<file path="config.mk">
export PLATFORM = sky130hd
export DESIGN_NAME = handshake_prop_monitor
export DESIGN_NICKNAME = d
export VERILOG_FILES = /design/src/rtl/handshake_prop_monitor.sv
export SDC_FILE = /design/constraint.sdc
export NUM_CORES = 1
export LEC_CHECK = 0
export ABC_AREA = 1
export CORE_AREA = 3 3 116 95
export DETAILED_ROUTE_END_ITERATION = 10
export DIE_AREA = 0 0 119 98
export SLEW_MARGIN = 20
export SYNTH_ARGS = -nofsm -noshare
export SYNTH_HDL_FRONTEND = slang
export SYNTH_SLANG_ARGS = --single-unit
export TNS_END_PERCENT = 10
</file>
<file path="constraint.sdc">
create_clock -name clk -period 2.55 [get_ports clk]
set_input_delay 0.765 -clock clk [delete_from_list [all_inputs] [get_ports clk]]
set_output_delay 0.765 -clock clk [all_outputs]
set_load 0.005 [all_outputs]
</file>
<file path="src/rtl/handshake_prop_monitor.sv">
// handshake_prop_monitor: req|=>ack (intr abort) and a[*MIN_RUN:$] ##1 b monitor; FIRST_VIOL_STAMP_EN adds first-violation stamp
module handshake_prop_monitor #(
  parameter int CNT_W = 16,
  parameter int RUN_W = 8,
  parameter int MIN_RUN = 1
`ifdef FIRST_VIOL_STAMP_EN
  , parameter int STAMP_W = 32
`endif
) (
  input  logic             clk,
  input  logic             rst,
  input  logic             en,
  input  logic             clr,
  input  logic             req,
  input  logic             ack,
  input  logic             intr,
  input  logic             seq_a,
  input  logic             seq_b,
  output logic             pend,
  output logic             viol,
  output logic [CNT_W-1:0] viol_cnt,
  output logic             cover_hit,
  output logic [CNT_W-1:0] cover_cnt,
  output logic [RUN_W-1:0] last_run
`ifdef FIRST_VIOL_STAMP_EN
  , output logic               first_viol_vld,
  output logic [STAMP_W-1:0] first_viol_cycle
`endif
);
  localparam logic IDLE = 1'b0;
  localparam logic RUN = 1'b1;
  localparam logic [RUN_W-1:0] MIN_R = RUN_W'(MIN_RUN);
  logic state;
  logic [RUN_W-1:0] run_cnt;
  logic viol_d, match;
  always_comb begin
    viol_d = pend && !ack && !intr;
    match = state == RUN && seq_b && run_cnt >= MIN_R;
  end
  always_ff @(posedge clk) begin
    if (rst) begin
      pend <= 1'b0;
      viol <= 1'b0;
      cover_hit <= 1'b0;
      state <= IDLE;
      run_cnt <= '0;
      viol_cnt <= '0;
      cover_cnt <= '0;
      last_run <= '0;
    end else begin
      pend <= req && en && !intr;
      viol <= viol_d;
      cover_hit <= match;
      state <= seq_a ? RUN : IDLE;
      run_cnt <= !seq_a ? '0 : state == IDLE ? RUN_W'(1) : run_cnt + RUN_W'(!(&run_cnt));
      viol_cnt <= clr ? '0 : viol_cnt + CNT_W'(viol_d && !(&viol_cnt));
      cover_cnt <= clr ? '0 : cover_cnt + CNT_W'(match && !(&cover_cnt));
      last_run <= clr ? '0 : match ? run_cnt : last_run;
    end
  end
`ifdef FIRST_VIOL_STAMP_EN
  logic [STAMP_W-1:0] stamp;
  always_ff @(posedge clk) begin
    if (rst) begin
      stamp <= '0;
      first_viol_vld <= 1'b0;
      first_viol_cycle <= '0;
    end else begin
      stamp <= stamp + STAMP_W'(1);
      if (clr) begin
        first_viol_vld <= 1'b0;
        first_viol_cycle <= '0;
      end else if (viol && !first_viol_vld) begin
        first_viol_vld <= 1'b1;
        first_viol_cycle <= stamp;
      end
    end
  end
`endif
endmodule

</file>
## After elaboration in Yosys (flattened, before gate mapping)

Cells that the tools add are included.

| cells by class | value |
|---|---|
| magnitude comparators | 1 |
| add/sub/neg operators | 3 |
| mux-type cells | 2 |
| bitwise gates (word level) | 2 |
| reduce and logical (&&, ||, !) cells | 19 |

Operators by type and width:

| operator | count |
|---|---|
| 16-bit by 1-bit adder with 16-bit output | 2 |
| 16-bit AND reduction | 2 |
| 8-bit by 1-bit adder with 8-bit output | 1 |
| 8-bit by 1-bit >= comparator with 1-bit output (second input constant) | 1 |
| 1-bit logical AND | 8 |
| 8-bit AND reduction | 1 |
| 1-bit zero test | 5 |
| 2-bit OR reduction | 2 |
| 3-bit OR reduction | 1 |
| 1-bit 2-to-1 mux | 2 |
| 1-bit inverter | 2 |

| word-level totals | value |
|---|---|
| output and inout port bits | 43 |
| logic and storage cells | 36 |
| register bits after elaboration | 52 |

## Longest topological paths before layout

Gate-level depths: netlist (run 1).

| logic depth | value |
|---|---|
| word-level depth | 5 |
| gate-level depth with buffers | 14 |

## Least setup slack after synthesis (run 1)

OpenSTA, ideal clock, no wires.

| path | value |
|---|---|
| path type | input to register |
| start | in intr |
| end | reg viol_cnt[12] |
| arrival time | 2.279 ns |
| setup time | 0.109 ns |
| path slack | 0.162 ns |
| data required time | 2.441 ns |
| stages on the path | 11 |
| path buffers | 0 |
| cells stage by stage | or3b_2 a31oi_1 ha_1 ha_1 nand2_1 nor2_1 nand3_1 nand2_1 o21ai_1 nand2_1 inv_1 |

| between the ends | value |
|---|---|
| word-level cells in the longest chain between the ends | 4 |

Ends and longest elaborated chain:

| element | RTL line | source |
|---|---|---|
| start: declaration | 16 | `input logic intr,` |
| 1-bit zero test | 37 | `viol_d = pend && !ack && !intr;` |
| 1-bit logical AND | 37 |  |
| 1-bit logical AND | 56 | `viol_cnt <= clr ? '0 : viol_cnt + CNT_W'(viol_d && !(&viol_cnt));` |
| 16-bit by 1-bit adder with 16-bit output | 56 |  |
| end signal: assignment | 56 |  |
| end: declaration | 21 | `output logic [CNT_W-1:0] viol_cnt,` |

Every way passes these cells.
A chain may end at the register's enable or synchronous reset.

## Worst setup path in the final report (run 1)

| path | value |
|---|---|
| start | in ack |
| end | reg viol_cnt[13] |

| between the ends | value |
|---|---|
| word-level cells in the longest chain between the ends | 5 |

Ends and longest elaborated chain:

| element | RTL line | source |
|---|---|---|
| start: declaration | 15 | `input logic ack,` |
| 1-bit zero test | 37 |  |
| 1-bit logical AND (2 in a row) | 37 |  |
| 1-bit logical AND | 56 |  |
| 16-bit by 1-bit adder with 16-bit output | 56 |  |

Every way passes these cells.

==> results by group, run 1 <==
Outcome
  • Outcome: completed

Detailed routing
  • Via-per-instance ratio: 4.273
  • Drt wl/cell: 10.82 um
  • Post-route ant nets: 0
  • Total wire length: 6016 um
  • DRC: 0
  • Via Count: 2376
  • DRT Pass-1 Iters: 4
  • Initial DRC count: 65

Clock network
  • TritonCTS Buffers: 5
  • Root Driver: clkbuf_16
  • Worst skew pair latency: 290 ps
  • H-Tree Depth: 2
  • Reg clk slew, reported paths: 70 ps
  • Clk sinks: 52
  • CTS Hold Bufs: 0
  • CTS tree: done
  • CTS max path bufs: 2

Pwr
  • Total power: 1.548 mW
  • Max VDD drop: 0.2613 mV
  • Flop pwr share: 52.8%
  • NetSw: 0.3368 mW
  • Switching share of power: 21.76%
  • Clk pwr share: 43.2%
  • Pwr/cell area: 452.0 nW/um^2
  • Cell Int Power: 1.211 mW
  • Logic gate share of total power: 4.0%
  • Leakage: 1.202 nW

Yosys
  • Top cells by area, synth: dfxtp_1 (42%), nand2_1 (12%), nor2_1 (9.9%)
  • Seq/Total Area, Yosys: 42.13%
  • Post-synth top cells: nand2_1 (79), nor2_1 (65), dfxtp_1 (52)
  • Yosys top cell by area: dfxtp_1
  • Number of flops mapped to enable cells by yosys: 0
  • Area share of the largest cell type after synthesis: 42.13%
  • Mapped Nets: 366
  • Yosys Warn Count: 0
  • Synthesis-stage register bit count: 52
  • Synthesized area: 2471 um^2
  • Most used flip-flop cell after synthesis: dfxtp_1
  • Async S/R FF share, synth: 0%
  • Syn_area_per_cell: 7.040 um^2
  • Post-Syn Instances: 351
  • Cell with the most instances after synthesis: nand2_1
  • Synth cell types: 29

Run
  • Max cap viols: 0

GRT
  • Antenna violations before repair: 0
  • Largest net degree at the start of global routing: 20
  • Global-route wire length before repair: 9991 um
  • Vias in the first global route: 2098
  • GRT overflow: 0
  • Total GRT Usage: 10.21%

Setup path
  • Critical Path RT: 2710 ps
  • CP Launch Point: ack
  • Reg2reg setup slack: 580 ps
  • Crit end category: flip-flop
  • R2R Path Start: cover_cnt[11]$_SDFF_PP0_
  • Worst EP arrival: 2640 ps
  • R2R depth: 11
  • Worst Setup Start Kind: primary input
  • CP Class: primary input to flip-flop
  • Worst r2r dst: cover_cnt[12]$_SDFF_PP0_
  • Max FO, Critical Path: 4

Floorplanning
  • Die area: 11660 um^2
  • Num rows: 32
  • I/O Pins: 52
  • Core region area: 9809 um^2
  • Die W: 119 um
  • Die Height: 98 um
  • Starting density of the core: 25.19%

STA
  • Clk_skew: 12.72 ps
  • Slew Limit Fails: 0
  • Final Hold Slack: 471.2 ps
  • Final worst slack: 68.90 ps
  • Highest Clock Rate: 403.0 MHz
  • Setup-failing EPs final: 0
  • Setup_tns: 0 ps
  • Worst-Margin Slew: 463.1 ps
  • Slew margin rel.: 69.09%
  • Crit share post-route: 97.30%
  • Fin. Hold Viols: 0
  • Post-layout minimum cycle time: 2481 ps

Cells and area
  • Cell area after layout: 3425 um^2
  • Layout cells sized above 1: 13.81%
  • Fin nets: 434
  • # diodes: 0
  • Synthesis-to-layout area growth: 38.58%
  • Fill cells: 1034

Placement
  • Post-Place Worst Slack: -409.9 ps
  • Input/output buffers: 51
  • Placed cell areas: 3217 um^2
  • Post-DP HPWL: 4521 um
  • Placer Congestion: 0.7828

Hold path
  • Worst hold path cell count: 2
  • Hold_sp: last_run[2]$_SDFFE_PP0P_
  • WHS Endpoint: last_run[2]$_SDFFE_PP0P_
  • Worst hold path type: flip-flop to flip-flop
==> worst max path at each step <==
stage | to | slack (ps) | cells past startpoint
floorplan | viol_cnt[12]$_SDFF_PP0_ | 160 | 11
global placement | viol_cnt[12]$_SDFF_PP0_ | -370 | 12
detailed placement | viol_cnt[12]$_SDFF_PP0_ | -410 | 12
CTS | viol_cnt[12]$_SDFF_PP0_ | 20 | 12
global route | viol_cnt[12]$_SDFF_PP0_ | -10 | 12
finish | viol_cnt[13]$_SDFF_PP0_ | 70 | 11
==> cell type report <==
class,instances,area [um^2],area share (%)
inverters,50,187.7,5.480
clock buffers,6,128.9,3.763
well taps,136,170.2,4.969
multi-input cells,245,1265,36.94
repair buffers,65,618.1,18.05
clock inverters,2,13.76,0.4019
flip-flops and latches,52,1041,30.40
==> metrics by stage <==
| step | std cells | util [%] |
|---|---|---|
| 3_5_place_dp | 547 | 32.79 |
| 3_3_place_gp | 547 | 32.79 |
| 4_1_cts | 555 | 34.45 |
| 6_report | 556 | 34.91 |
| 2_1_floorplan | 351 | - |
| 5_1_grt | 556 | 34.91 |
==> critical path, cell delays in order <==
cell and delay (ps):
clkdlybuf4s50_1 400, or3b_4 400, a31oi_1 160, ha_2 230, buf_4 120, nand3_4 90, nor2_4 150, buf_4 140
nand3_1 60, nand2_1 60, a21oi_1 60
==> routing by layer <==
layer	vias to the layer above	wire length (um)	global-route usage, %
met5	-	0	0
met3	2	339	3.301
met4	0	23	1.870
li1	1243	-	-
met2	57	2579	15.41
met1	1074	3073	14.38
==> layout by cell type, fill, tap and decap left out, types with 2 or more instances in the layout <==
cell type        netlist  routed
a21oi_1               19      18
a31oi_1                3       3
buf_4                  0      14
clkbuf_16              0       5
clkdlybuf4s50_1        0      50
dfxtp_1               52      52
ha_1                   6       3
ha_2                   0       2
inv_1                 46      46
inv_2                  4       4
nand2_1               79      77
nand2_2                6       8
nand3_1               13      12
nand3_2                4       4
nand4_1                9       9
nor2_1                65      63
nor2_2                 5       6
nor2_4                 5       6
nor3_1                 5       5
nor3b_1                2       2
o21ai_0               10       9
o21ai_1                3       3
xnor2_1                2       2
xor2_1                 2       2
==> power by group through the flow <==
stage	clock [mW]	sequential (mW)	combinational, mW
finish	0.668	0.818	0.0617
global route	0.729	0.818	0.0699
CTS	0.700	0.817	0.0627
detailed placement	0	0.837	0.0620
global placement	0	0.837	0.0614
floorplan	0	0.836	0.0320
==> sequential cells by signal, summed over array words and instances, names as in the netlist <==
signal	cells
cover_cnt	16
viol	1
last_run	8
run_cnt	8
viol_cnt	16
cover_hit	1
state	1
pend	1
==> timing repair <==
action,CTS,global route
pin swaps,3,7
resized for setup,6,10
setup buffers,0,1
endpoints found under the setup margin,8,11
==> cells by family after synthesis <==
| logic type | Yosys count | synth area share, % |
|---|---|---|
| and+or+nand+nor | 197 | 36.20 |
| buffers and inverters | 54 | 8.911 |
| xor gates and xnor gates | 4 | 1.418 |
| adders and majority gates | 6 | 3.038 |
| DFF | 52 | 42.13 |
| AOI/OAI and AO/OA | 38 | 8.304 |
Power figures use the tool's default switching activity.
==> run 2, diff against run 1 <==
Settings changed: CAP_MARGIN from default to 0, CTS_BUF_LIST from default to sky130_fd_sc_hd__clkbuf_8.
==> results by group, run 2 (synthesized netlist as in run 1, its figures left out) <==
STA
  • Worst-Margin Slew: 472.7 ps (was 463.1 ps)
  • Clk_skew: 15.67 ps (was 12.72 ps)
  • Slew Limit Fails: 0 (unchanged)
  • RSZ-0062 raised after global routing: yes
  • Crit share post-route: 96.94% (was 97.30%)
  • Setup_tns: 0 ps (unchanged)
  • Post-layout minimum cycle time: 2472 ps (was 2481 ps)
  • Setup-failing EPs final: 0 (unchanged)
  • Slew margin rel.: 68.45% (was 69.09%)
  • Fin. Hold Viols: 0 (unchanged)
  • Highest Clock Rate: 404.5 MHz (was 403.0 MHz)

Setup path
  • Reg2reg setup slack: 540 ps (was 580 ps)
  • R2R Path Start: viol_cnt[7]$_SDFF_PP0_ (was cover_cnt[11]$_SDFF_PP0_)
  • CP Class: primary input to flip-flop (unchanged)
  • R2R depth: 13 (was 11)
  • Worst Setup Start Kind: primary input (unchanged)
  • Setup crit end: viol_cnt[13]$_SDFF_PP0_ (unchanged)
  • CP Launch Point: ack (unchanged)
  • Worst r2r dst: viol_cnt[13]$_SDFF_PP0_ (was cover_cnt[12]$_SDFF_PP0_)
  • Critical Path RT: 2740 ps (was 2710 ps)
  • Worst EP arrival: 2660 ps (was 2640 ps)
  • Max FO, Critical Path: 4 (unchanged)
  • Crit end category: flip-flop (unchanged)

Detailed routing
  • DRC: 0 (unchanged)
  • Initial DRC count: 71 (was 65)
  • Drt wl/cell: 10.83 um (was 10.82 um)
  • DRT Pass-1 Iters: 5 (was 4)
  • Total wire length: 6021 um (was 6016 um)
  • Via-per-instance ratio: 4.246 (was 4.273)
  • Via Count: 2361 (was 2376)
  • Post-route ant nets: 0 (unchanged)

Placement
  • Post-DP HPWL: 4521 um (unchanged)
  • Input/output buffers: 51 (unchanged)
  • Placed cell areas: 3217 um^2 (unchanged)
  • Placer Congestion: 0.7828 (unchanged)

Floorplanning
  • Die area: 11660 um^2 (unchanged)
  • Die W: 119 um (unchanged)
  • Core region area: 9809 um^2 (unchanged)
  • Num rows: 32 (unchanged)
  • Die Height: 98 um (unchanged)
  • Starting density of the core: 25.19% (unchanged)
  • I/O Pins: 52 (unchanged)

Outcome
  • Outcome: completed (unchanged)

Clock network
  • Root Driver: clkbuf_8 (was clkbuf_16)
  • Reg clk slew, reported paths: 100 ps (was 70 ps)
  • TritonCTS Buffers: 5 (unchanged)
  • CTS max path bufs: 2 (unchanged)
  • H-Tree Depth: 2 (unchanged)
  • CTS Hold Bufs: 0 (unchanged)
  • Clk sinks: 52 (unchanged)
  • Worst skew pair latency: 310 ps (was 290 ps)
  • CTS tree: done (unchanged)

Pwr
  • Max VDD drop: 0.1815 mV (was 0.2613 mV)
  • Total power: 1.358 mW (was 1.548 mW)
  • Pwr/cell area: 405.8 nW/um^2 (was 452.0 nW/um^2)
  • Leakage: 1.175 nW (was 1.202 nW)

GRT
  • Vias in the first global route: 2080 (was 2098)
  • Largest net degree at the start of global routing: 20 (unchanged)
  • Global-route wire length before repair: 9942 um (was 9991 um)
  • Antenna violations before repair: 0 (unchanged)
  • Total GRT Usage: 10.21% (about the same)
  • GRT overflow: 0 (unchanged)

Hold path
  • Worst hold path type: flip-flop to flip-flop (unchanged)

Cells and area
  • # diodes: 0 (unchanged)
  • Cell area after layout: 3347 um^2 (was 3425 um^2)
  • Leading cell types in the layout, fill and taps excluded: nand2_1 (77), nor2_1 (64), dfxtp_1 (52) (was nand2_1 (77), nor2_1 (63), dfxtp_1 (52))
  • Biggest regs: cover_cnt x16, viol_cnt x16 (unchanged)
  • Commonest non-fill, non-tap cell in the layout: nand2_1 (unchanged)
  • Layout cells sized above 1: 13.10% (was 13.81%)
  • Synthesis-to-layout area growth: 35.44% (was 38.58%)
  • Fin nets: 434 (unchanged)

Run
  • Max cap viols: 0 (unchanged)
[run 2: layer usage]
layer / wire length (um) / track usage (%) / up-vias
met5: 0 / 0 / -
met4: 38 / 2.137 / 0
met3: 371 / 3.301 / 5
met2: 2541 / 15.20 / 56
met1: 3070 / 14.44 / 1058
li1: - / - / 1242
[run 2: repair_timing]
action,in CTS,in global routing
pin swaps,3,7
buffers inserted,0,1
resized for setup,4,6
setup endpoints to repair,1,13
[run 2: worst min-delay path by stage]
stage                             start                       end  slack, ps  depth (start not counted)
6_report       last_run[2]$_SDFFE_PP0P_  last_run[2]$_SDFFE_PP0P_        480                          2
5_1_grt        last_run[2]$_SDFFE_PP0P_  last_run[2]$_SDFFE_PP0P_        500                          2
4_1_cts        last_run[2]$_SDFFE_PP0P_  last_run[2]$_SDFFE_PP0P_        480                          2
3_5_place_dp   last_run[2]$_SDFFE_PP0P_  last_run[2]$_SDFFE_PP0P_        470                          2
3_3_place_gp   last_run[1]$_SDFFE_PP0P_  last_run[1]$_SDFFE_PP0P_        470                          2
2_1_floorplan  last_run[2]$_SDFFE_PP0P_  last_run[2]$_SDFFE_PP0P_        460                          2
[run 2: layout make-up]
type / instances / area, um^2
clock buffers: 5 / 68.82
clock inverters: 3 / 17.52
fillers: 1041 / 6462
inverters: 50 / 187.7
multi-input cells: 245 / 1246
flip-flops and latches: 52 / 1041
well taps: 136 / 170.2
repair buffers: 65 / 615.6
[run 2: through the flow]
| stage | std cells | worst slack, ps | util, % | hold slack (ps) |
|---|---|---|---|---|
| floorplan | 351 | 162.2 | - | 457.3 |
| global placement | 547 | -368.0 | 32.79 | 465.0 |
| detailed placement | 547 | -409.9 | 32.79 | 467.0 |
| finish | 556 | 77.98 | 34.12 | 476.5 |
| CTS | 555 | 18.20 | 33.78 | 480.6 |
| global route | 556 | -8.253 | 34.12 | 499.5 |
[run 2: where the power goes]
group	leakage, nW	switching (mW)	internal, mW
combinational	0.705	0.0321	0.0292
sequential	0.419	0.00251	0.815
clock	0.0497	0.286	0.193
total	1.17	0.321	1.04
[run 2: worst max-delay path, cell delays in order]
cell,delay [ps]
clkdlybuf4s50_1,400
or3b_4,400
a31oi_2,150
ha_2,220
buf_4,110
nand3_2,130
nor2_4,160
buf_4,140
nand3_1,60
nand2_1,60
a21oi_1,60
